## src/rtl/ad_pkg.sv

```systemverilog
// Shared types and constants for the ADC0809 ISA port controller.
// Holds the conversion FSM states and the status-port bit positions.
package ad_pkg;

    typedef enum logic [2:0] {
        IDLE,
        ALE_S,
        START_S,
        WAIT_LO,
        WAIT_HI,
        RD_OE
    } state_t;

    localparam int STAT_BUSY  = 7;
    localparam int STAT_VALID = 6;
    localparam int STAT_ERR   = 5;

endpackage

```

## src/rtl/ad_sync2.sv

```systemverilog
// Two-flop synchroniser for signals arriving asynchronously to the system clock.
// Both stages clear to 0 under the synchronous active-low reset.
module ad_sync2 (
    input  logic clk,
    input  logic rst_n,
    input  logic d,
    output logic q
);

    logic meta;

    always_ff @(posedge clk) begin
        if (!rst_n) begin
            meta <= 1'b0;
            q    <= 1'b0;
        end else begin
            meta <= d;
            q    <= meta;
        end
    end

endmodule

```

## src/rtl/ad_adc0809_ctrl.sv

```systemverilog
// ISA I/O-port controller for an ADC0809: a CPU OUT starts a conversion, IN returns data/status.
// Optional interrupt output is built only when the ADC_IRQ_EN macro is defined.
module ad_adc0809_ctrl
    import ad_pkg::*;
#(
    parameter logic [9:0] BASE_ADDR    = 10'b0111111000,
    parameter int         ALE_CYCLES   = 2,
    parameter int         START_CYCLES = 2,
    parameter int         OE_CYCLES    = 3,
    parameter int         EOC_TIMEOUT  = 4096
) (
    input  logic       CLK,
    input  logic       RST_N,
    input  logic       IOR,
    input  logic       IOW,
    input  logic       AEN,
    input  logic [9:0] A,
    input  logic [7:0] DATAIN,
    output logic [7:0] DATAOUT,
    output logic       READ,
    output logic       WRITE,
    input  logic [7:0] ADC_D,
    input  logic       EOC,
    output logic       ALE,
    output logic       START,
    output logic       OE,
    output logic [2:0] ADDR,
    output logic       IRQ
);

    localparam int CW = $clog2(EOC_TIMEOUT + 1);
    localparam int START_S_LEN = (START_CYCLES > 1) ? (START_CYCLES - 1) : 1;
    localparam logic [9:0]    STAT_ADDR  = BASE_ADDR + 10'd1;
    localparam logic [CW-1:0] ALE_LAST   = CW'(ALE_CYCLES - 1);
    localparam logic [CW-1:0] START_LAST = CW'(START_S_LEN - 1);
    localparam logic [CW-1:0] OE_LAST    = CW'(OE_CYCLES - 1);
    localparam logic [CW-1:0] TMO_LAST   = CW'(EOC_TIMEOUT - 1);

    state_t        state;
    state_t        state_next;
    logic [CW-1:0] cnt;

    logic       ior_s, iow_s, eoc_s;
    logic       ior_d, iow_d;
    logic       data_sel, stat_sel;
    logic       write_ev, rd_end_ev;
    logic       done, timed_out;

    logic [2:0] addr;
    logic [7:0] data;
    logic       busy, valid, err;
    logic [7:0] status;

    // Only the channel-select bits of the written byte matter.
    logic       unused_datain;
    assign unused_datain = ^DATAIN[7:3];

    ad_sync2 u_sync_ior (.clk(CLK), .rst_n(RST_N), .d(IOR), .q(ior_s));
    ad_sync2 u_sync_iow (.clk(CLK), .rst_n(RST_N), .d(IOW), .q(iow_s));
    ad_sync2 u_sync_eoc (.clk(CLK), .rst_n(RST_N), .d(EOC), .q(eoc_s));

    always_ff @(posedge CLK) begin
        if (!RST_N) begin
            ior_d <= 1'b0;
            iow_d <= 1'b0;
        end else begin
            ior_d <= ior_s;
            iow_d <= iow_s;
        end
    end

    // Strobes are active low: a write starts as IOW falls, a read ends as IOR rises.
    assign data_sel  = AEN && (A == BASE_ADDR);
    assign stat_sel  = AEN && (A == STAT_ADDR);
    assign write_ev  = iow_d && !iow_s && data_sel;
    assign rd_end_ev = !ior_d && ior_s && data_sel;

    always_ff @(posedge CLK) begin
        if (!RST_N) begin
            state <= IDLE;
            cnt   <= '0;
        end else begin
            state <= state_next;
            cnt   <= (state_next != state) ? '0 : cnt + CW'(1);
        end
    end

    always_comb begin
        state_next = state;
        done       = 1'b0;
        timed_out  = 1'b0;
        case (state)
            IDLE:    if (write_ev) state_next = ALE_S;
            ALE_S:   if (cnt == ALE_LAST) state_next = START_S;
            START_S: if (cnt == START_LAST) state_next = WAIT_LO;
            WAIT_LO: begin
                if (!eoc_s) begin
                    state_next = WAIT_HI;
                end else if (cnt == TMO_LAST) begin
                    state_next = IDLE;
                    timed_out  = 1'b1;
                end
            end
            WAIT_HI: begin
                if (eoc_s) begin
                    state_next = RD_OE;
                end else if (cnt == TMO_LAST) begin
                    state_next = IDLE;
                    timed_out  = 1'b1;
                end
            end
            RD_OE: begin
                if (cnt == OE_LAST) begin
                    state_next = IDLE;
                    done       = 1'b1;
                end
            end
            default: state_next = IDLE;
        endcase
    end

    // START overlaps the final ALE cycle so the channel is latched as conversion begins.
    always_comb begin
        ALE   = 1'b0;
        START = 1'b0;
        OE    = 1'b0;
        case (state)
            ALE_S: begin
                ALE   = 1'b1;
                START = (cnt == ALE_LAST);
            end
            START_S: START = 1'b1;
            RD_OE:   OE    = 1'b1;
            default: ;
        endcase
    end

    // Later assignments win: a completion in the same cycle as a read-end keeps VALID set.
    always_ff @(posedge CLK) begin
        if (!RST_N) begin
            addr  <= 3'd0;
            data  <= 8'h00;
            busy  <= 1'b0;
            valid <= 1'b0;
            err   <= 1'b0;
        end else begin
            if (state == IDLE && write_ev) begin
                addr  <= DATAIN[2:0];
                busy  <= 1'b1;
                valid <= 1'b0;
                err   <= 1'b0;
            end
            if (rd_end_ev) begin
                valid <= 1'b0;
            end
            if (done) begin
                data  <= ADC_D;
                valid <= 1'b1;
                busy  <= 1'b0;
            end
            if (timed_out) begin
                err   <= 1'b1;
                valid <= 1'b0;
                busy  <= 1'b0;
            end
        end
    end

    assign ADDR  = addr;
    assign READ  = (data_sel || stat_sel) && !IOR;
    assign WRITE = data_sel && !IOW;

    always_comb begin
        status             = 8'h00;
        status[STAT_BUSY]  = busy;
        status[STAT_VALID] = valid;
        status[STAT_ERR]   = err;
        status[2:0]        = addr;
    end

    always_comb begin
        DATAOUT = 8'h00;
        if (READ) begin
            DATAOUT = stat_sel ? status : data;
        end
    end

`ifdef ADC_IRQ_EN
    logic irq;

    always_ff @(posedge CLK) begin
        if (!RST_N) begin
            irq <= 1'b0;
        end else if (done || timed_out) begin
            irq <= 1'b1;
        end else if (rd_end_ev || write_ev) begin
            irq <= 1'b0;
        end
    end

    assign IRQ = irq;
`else
    assign IRQ = 1'b0;
`endif

endmodule

```

## config.mk

```make
export PLATFORM = sky130hd
export DESIGN_NAME = ad_adc0809_ctrl
export DESIGN_NICKNAME = d
export VERILOG_FILES = /design/src/rtl/ad_pkg.sv /design/src/rtl/ad_sync2.sv /design/src/rtl/ad_adc0809_ctrl.sv
export SDC_FILE = /design/constraint.sdc
export NUM_CORES = 1
export LEC_CHECK = 0
export ABC_AREA = 1
export CAP_MARGIN = 30
export CORE_MARGIN = 2
export CORE_UTILIZATION = 49
export CTS_CLUSTER_SIZE = 8
export DETAILED_ROUTE_END_ITERATION = 10
export PLACE_DENSITY_LB_ADDON = 0.05
export REMOVE_ABC_BUFFERS = 1
export SETUP_SLACK_MARGIN = 0.2
export SYNTH_ARGS = -nofsm -noshare
export SYNTH_HDL_FRONTEND = slang
export SYNTH_SLANG_ARGS = --single-unit
```

## constraint.sdc

```tcl
create_clock -name CLK -period 2.1 [get_ports CLK]
set_input_delay 0.21 -clock CLK [delete_from_list [all_inputs] [get_ports CLK]]
set_output_delay 0.21 -clock CLK [all_outputs]
set_load 0.02 [all_outputs]
```

==> metrics list, run 1 <==
* Pin count of the biggest net entering global routing: 15
- Sequential fraction of the synthesis area: about two fifths
* Number of flops mapped to enable cells by yosys: 0
- For the worst setup path, the data required time is 1890 ps.
- Counting flops and latches in the post-synthesis netlist gives 38.
- Final Cycle Share: slightly below 90%
- Of the post-synthesis cell area, the dominant cell type holds about two fifths.
- After clock tree synthesis, the clock-pin slew on the worst setup and hold paths is 70 ps.
* Final nets: about 380
- The first global-routing pass estimated ~6900 um of wire.
- The worst setup path is captured at an output port.
- Share of total power in the clock network: 40.8%
- The min-delay analysis places its worst path in the category flip-flop to flip-flop.
* Setup slack after placement: -326 ps
* Proportion of power drawn by combinational gates: 9.0%
- Die extent in x: roughly 67 um
- CTS Root Cell: clkbuf_8
- Endpoints failing hold: 0
- Seq. cell area: around 760 um^2
- Leading cell types by total area after synthesis: dfxtp_1, nand2_1, inv_1, nor2_1, a21oi_1
* Result of the run: finished, final reports clean
* Largest voltage drop on the vdd net: roughly 0.5 mV
- # setup viols final: 0
- In this run the number of H-tree levels came out at 2.
- Layout Skew: approximately 4.7 ps
* CTS tree: done
- Filler instances: about 330
* Number of top-level pins: 49
- Based on the critical path, the design can be clocked at up to about 0.55 GHz.
- Proportion of total power due to net switching: ~22%
- The mapped netlist covers around 0.0019 mm^2.
* Synth Warn #: 0
- Commonest cells after routing, fill and taps aside: nand2_1, inv_1, dfxtp_1
* Most area-hungry cell type in the Yosys netlist: dfxtp_1
- The most used flip-flop cell after synthesis is dfxtp_1.
- Critical-path maximum fanout: 8
- CTS buffer count: 5
* Async set-reset flop share out of synthesis: 0%
- Data arrival time of the worst path: 1620 ps
- Setup repair after global routing left no endpoint under its margin.
* Final design area excluding fillers: approximately 0.0027 mm^2
- Yosys cell types: 26
* Power share of the sequential group: roughly 50%
- Row count: 22
- Detailed Route WL: 4350 um
- Deepest clock path buffer count: 2
* Routed vias: approximately 1,900
* Layout cell share with drive strength beyond 1: 23.1%
* Routed wire per std cell: between 10 and 15 um
* Area of the die: 0.00446 mm^2
* Routability-driven placement congestion ratio: 0.886
- Setup crit start kind: input pin
* Initial core utilization: 52.0%
* Int Power: roughly 1.2 mW
* Insertion delay to the later sink of the worst-skew pair: a little under 300 ps
* Power density over the cells: approximately 550 mW/mm^2
- Gate count after technology mapping: 281
* Die Y: approximately 67 um
* Number of nets with antenna violations after routing: 0
- Max-slew violations: 0
* GR Overflow Total: 0
* Psw: approximately 0.33 mW
- Antenna fix cells: 0
- In this run, placement finished with an instance count of 380.
- Number of sinks handled by clock tree synthesis: 38
- In this run the static leakage power is around 1.3 nW.
- The total area inside the core boundary comes to about 0.0037 mm^2.
- Kind of critical path: input pin to output port
- In the post-route analysis, the smallest setup slack over all paths is ~270 ps.
- Area occupied by multi-input gates: approximately 0.0011 mm^2
- Layout overhead on the synthesized area: 39.5%
- The number of antenna violations at the first check in global routing was 0.
- Estimated wirelength of the detail-placed design: ~3300 um
- Number of port buffers: 42
* Number of max-capacitance violations reported: 0
- The count of cells in the finished layout, fillers not included, comes to 390.
* Smallest hold slack: around 420 ps
- Dividing the detail-routed via count by the number of cells gives 4.79.
- The smallest clock period supported by the final layout is computed as 1830 ps.
- For this block, the initial DRC count from the detailed router was 57.
* Avg Inst Size Synth: 6.88 um^2
- DRC viols: 0
* Leading cell type in the layout, fill and taps excluded: nand2_1
- GR Util All Layers: 20.6%
- Dpl cell area: about 0.0025 mm^2
- Via count of the first global-routing pass: 1,640
- The first detailed-routing pass took 4 iterations.
-- path summary, 6_finish.rpt --
check	endpoint	cells after the start	start	slack, ps
worst max-delay path	DATAOUT[3]	8	A[0]	270
worst min-delay path	u_sync_eoc.q$_SDFF_PN0_	2	u_sync_eoc.meta$_SDFF_PN0_	420
worst max register to register	cnt[9]$_SDFF_PP0_	11	cnt[2]$_SDFF_PP0_	340
worst min register to register	u_sync_eoc.q$_SDFF_PN0_	2	u_sync_eoc.meta$_SDFF_PN0_	420
-- synthesized netlist by cell type (2+ instances only) --
| master | instances |
|---|---|
| dfxtp_1 | 38 |
| clkbuf_1 | 3 |
| nor2_1 | 34 |
| nand3b_1 | 2 |
| nor2_2 | 12 |
| a21oi_1 | 21 |
| xnor2_1 | 2 |
| ha_1 | 4 |
| xor2_1 | 8 |
| o21ai_0 | 9 |
| nor3_1 | 6 |
| nand3_1 | 10 |
| nand4_1 | 5 |
| nor4_1 | 2 |
| nand2_2 | 4 |
| nor3_2 | 2 |
| inv_1 | 45 |
| nand2_1 | 66 |
-- cell type report --
| class | instances | share of cell area, % |
|---|---|---|
| Clock buffer | 5 | 2.55 |
| Inverter | 46 | 6.50 |
| Tap cell | 48 | 2.23 |
| Timing Repair Buffer | 58 | 20.0 |
| Sequential cell | 38 | 28.3 |
| Multi-Input combinational cell | 192 | 39.0 |
| Clock inverter | 3 | 1.48 |
-- per-layer routing --
metal | share of wire (%) | global-route usage (%)
met5 | 0 | 0
met4 | 0.39 | 6.89
met3 | 4.8 | 6.08
met2 | 47 | 32.1
met1 | 48 | 27.3
-- kinds of logic after synthesis --
kind of cell / synth area share (%)
AOI/OAI and AO/OA: 8.09
xor gates and xnor gates: 4.53
adders and majority gates: 2.59
buffers and inverters: 10.5
DFF: 39.4
other: 0.194
and+or+nand+nor: 34.8
-- power by group through the flow --
stage | clock network (mW) | logic, mW | registers [mW]
after CTS | 0.615 | 0.130 | 0.741
after global routing | 0.645 | 0.150 | 0.743
final | 0.604 | 0.133 | 0.742
after floorplan | 0 | 0.0524 | 0.756
after detailed placement | 0 | 0.129 | 0.758
after global placement | 0 | 0.127 | 0.758
-- metrics by stage --
stage               util [%]  TNS [ps]  total power, mW
floorplan                  -         0            0.808
global placement        67.0     -2330            0.884
detailed placement      67.0     -2560            0.887
CTS                     69.0         0             1.49
global route            72.6         0             1.54
finish                  72.6         0             1.48
-- critical path, stage by stage --
cell and delay [ps]:
clkdlybuf4s50_1 500, inv_2 60, nor3_2 100, nand3_1 130
a21oi_2 210, inv_4 100, nor3_2 150, buf_4 160
-- timing repair --
| action | in CTS | in global routing |
|---|---|---|
| endpoints found under the setup margin | 12 | 28 |
| setup buffers | 0 | 2 |
| gates cloned | 0 | 0 |
| pin swaps | 0 | 8 |
| hold buffers | 0 | 0 |
| resized for setup | 38 | 50 |
-- registers in the layout, summed over array words and instances (netlist names), 3 cells and up --
signal	cells
data	8
cnt	13
ADDR	3
state	3
(Power assumes the default switching activity.)
==> run 2, diff against run 1 <==
- TNS_END_PERCENT: unset -> 5
==> run 2 against run 1 <==
Compared with the run above: non-clock buffer count decreased by 2; sequential share of layout area increased by 0.48 points; cell count decreased by 0.51%; combinational power about the same; global-route usage about the same; routed wire length decreased by 2.3%; critical path depth unchanged; sequential cell count unchanged; core utilization decreased by 1.2 points; via count decreased by 1.2%; clock power about the same; critical path type unchanged; largest power group unchanged.
==> metrics list, run 2 (same netlist as run 1, synthesis figures left out) <==
- Dpl cell area: 0.00249 mm^2 (unchanged)
- Layout Skew: 5.58 ps (+0.893 ps)
- Detailed Route WL: 4250 um (-2.3%)
- The residual overflow from global routing was 0 (unchanged).
- The number of antenna violations at the first check in global routing came to 0 (unchanged).
- Final design area excluding fillers: 0.00265 mm^2 (-1.7%)
- The power density relative to cell area came to 557 mW/mm^2 (+1.5%).
- The detailed-placement wirelength estimate came to 3270 um (unchanged).
* Pin count of the biggest net entering global routing: 15 (unchanged)
* Largest reg by FF count: cnt
- Global-route wire length before repair: 6940 um (+0.20%)
* Critical Path, Cell by Cell: clkdlybuf4s50_1, inv_1, nor3_2, nand3_1, a21oi_2, inv_4, a21oi_1, buf_4
- Cell class contributing the biggest share of worst-path delay: buffers and inverters
- The total number of vias is 1,846 (-1.2%).
- The TritonCTS buffer count came to 5 (unchanged).
- The die extent in x came to 66.8 um (unchanged).
* Number of buffers inserted for hold repair after clock tree synthesis: 0 (unchanged)
- Area of the die: 0.00446 mm^2 (unchanged)
* Insertion delay to the later sink of the worst-skew pair: 290 ps (about the same)
* Sum of negative setup slack: 0 ps (unchanged)
- The number of setup buffers added after CTS is 0 (unchanged).
* Number of max-capacitance violations reported: 0 (unchanged)
* Worst Path Buf+Inv: 4 (unchanged)
- Row count: 22 (unchanged)
* Number of sinks handled by clock tree synthesis: 38 (unchanged)
- The total number of nets in the final design is 375 (-0.53%).
- The highest clock frequency the design can meet came to 0.534 GHz (-2.4%).
* Max-slew violations: 0 (unchanged)
- The number of global-route vias before repair came to 1,646 (+0.37%).
* Flip-flop count of the largest register, all copies and words added: 13 (unchanged)
* Number of port buffers: 42 (unchanged)
* Filler instances: 343 (+3.6%)
- Clock H-tree levels: 2 (unchanged)
- The flow ran to the end, and the final reports show no timing, DRC or antenna violations.
- The die boundary height is 66.8 um (unchanged).
- Setup slack after placement: -326 ps (unchanged)
- Number of top-level pins: 49 (unchanged)
- Critical-path maximum fanout: 8 (unchanged)
* DRC viols: 0 (unchanged)
- Final Cycle Share: 89.1% (+2.1 points)
- The clock period minus worst slack was 1870 ps (+45.1 ps).
- The tightest hold margin was 417 ps (-3.08 ps).
- Layout overhead on the synthesized area: 37.2%
- Top flop regs: cnt: 13 flops, data: 8 flops
* Setup repair after global routing missed its margin: yes
- The data required time at the worst endpoint came to 1890 ps (about the same).
- Type of the tightest min-delay check: flip-flop to flip-flop
- Commonest cells after routing, fill and taps aside: nand2_1, inv_1, dfxtp_1
- The critical path in this run is classified as input pin to output port.
- CTS tree: done
- Layout cell share with drive strength beyond 1: 21.2% (-1.9 points)
- The weighted congestion at the end of routability-driven global placement was 0.886 (unchanged).
* GR Util All Layers: 20.7% (+0.036 points)
* # setup viols final: 0 (unchanged)
* Setup crit start kind: input pin
- The least setup slack across all paths after layout is 228 ps (-45.1 ps).
* Initial DRC Count: 59 (+3.5%)
- The starting density of the core is 52.0% (unchanged).
* Post-layout util: 71.3% (-1.2 points)
- The clock transition at the registers of the reported paths is 70 ps (about the same).
- The floorplan core area was 0.00372 mm^2 (unchanged).
- Library cell contributing the largest single delay on the critical path: clkdlybuf4s50_1
- Endpoints failing hold: 0 (unchanged)
- The delay of the slowest cell on the worst path came to 480 ps (-20 ps).
- The worst endpoint data arrival time is 1660 ps (+40 ps).
- Routed wire per std cell: 11.0 um (-1.8%)
* Leading cell type in the layout, fill and taps excluded: nand2_1
- The via density per instance came to 4.76 (-0.72%).
- STA classifies the critical path endpoint as an output port.
- The root buffer cell chosen for the clock tree is clkbuf_8.
- Reported leakage power: 1.18 nW (-5.7%)
* Antenna fix cells: 0 (unchanged)
- Number of search-and-repair iterations in the first detailed-routing pass: 4 (unchanged)
* Number of nets with antenna violations after routing: 0 (unchanged)
- Largest voltage drop on the vdd net: 0.495 mV (about the same)
* Deepest clock path buffer count: 2 (unchanged)
[run 2: changes by cell type in the layout (fill, tap and decap cells not counted), sizes merged]
cell,delta
buf,-1
clkbuf,-1
clkdlybuf4s50,+6
dlymetal6s2s,-6
[run 2: timing repair]
item | CTS | global route
gates resized for setup | 39 | 36
setup endpoints to repair | 12 | 27
pin swaps | 0 | 4
[run 2: final cells by class]
cell class	instances	area, um^2	area share (%)
multi-input cells	192	1030	39.0
flip-flops and latches	38	762	28.7
repair buffers	56	512	19.3
inverters	46	175	6.61
clock buffers	5	68.8	2.60
well taps	48	60.1	2.27
clock inverters	3	40.0	1.51
[run 2: worst reg2reg max path: cells and delay by family, from the launching register on]
kind          cells  cell delay, ps
buf+inv           2             220
fa+ha+maj         1             220
simple gates      9             930
flops             1             370
[run 2: final timing paths]
kind	start	endpoint	slack, ps	depth (start not counted)
max	AEN	DATAOUT[5]	230	8
min	u_sync_eoc.meta$_SDFF_PN0_	u_sync_eoc.q$_SDFF_PN0_	420	2
max reg2reg	cnt[1]$_SDFF_PP0_	cnt[2]$_SDFF_PP0_	300	12
min reg2reg	u_sync_eoc.meta$_SDFF_PN0_	u_sync_eoc.q$_SDFF_PN0_	420	2
[run 2: layer usage]
layer / share of wire (%) / vias up / GRT usage [%]
li1: - / 980 / -
met1: 49 / 825 / 27.3
met2: 46 / 39 / 32.3
met3: 4.8 / 2 / 6.08
met4: 0.40 / 0 / 6.89
met5: 0 / - / 0
[run 2: report_power, final]
group	switching, mW	total (mW)	internal (mW)
Combinational	0.0589	0.132	0.0727
Clock	0.255	0.605	0.349
Sequential	0.00933	0.742	0.733
Total	0.323	1.48	1.15
[run 2: metrics by stage]
step | power, mW | std cells
floorplan | 0.808 | 276
global placement | 0.884 | 380
detailed placement | 0.887 | 380
CTS | 1.49 | 388
global route | 1.54 | 388
finish | 1.48 | 388
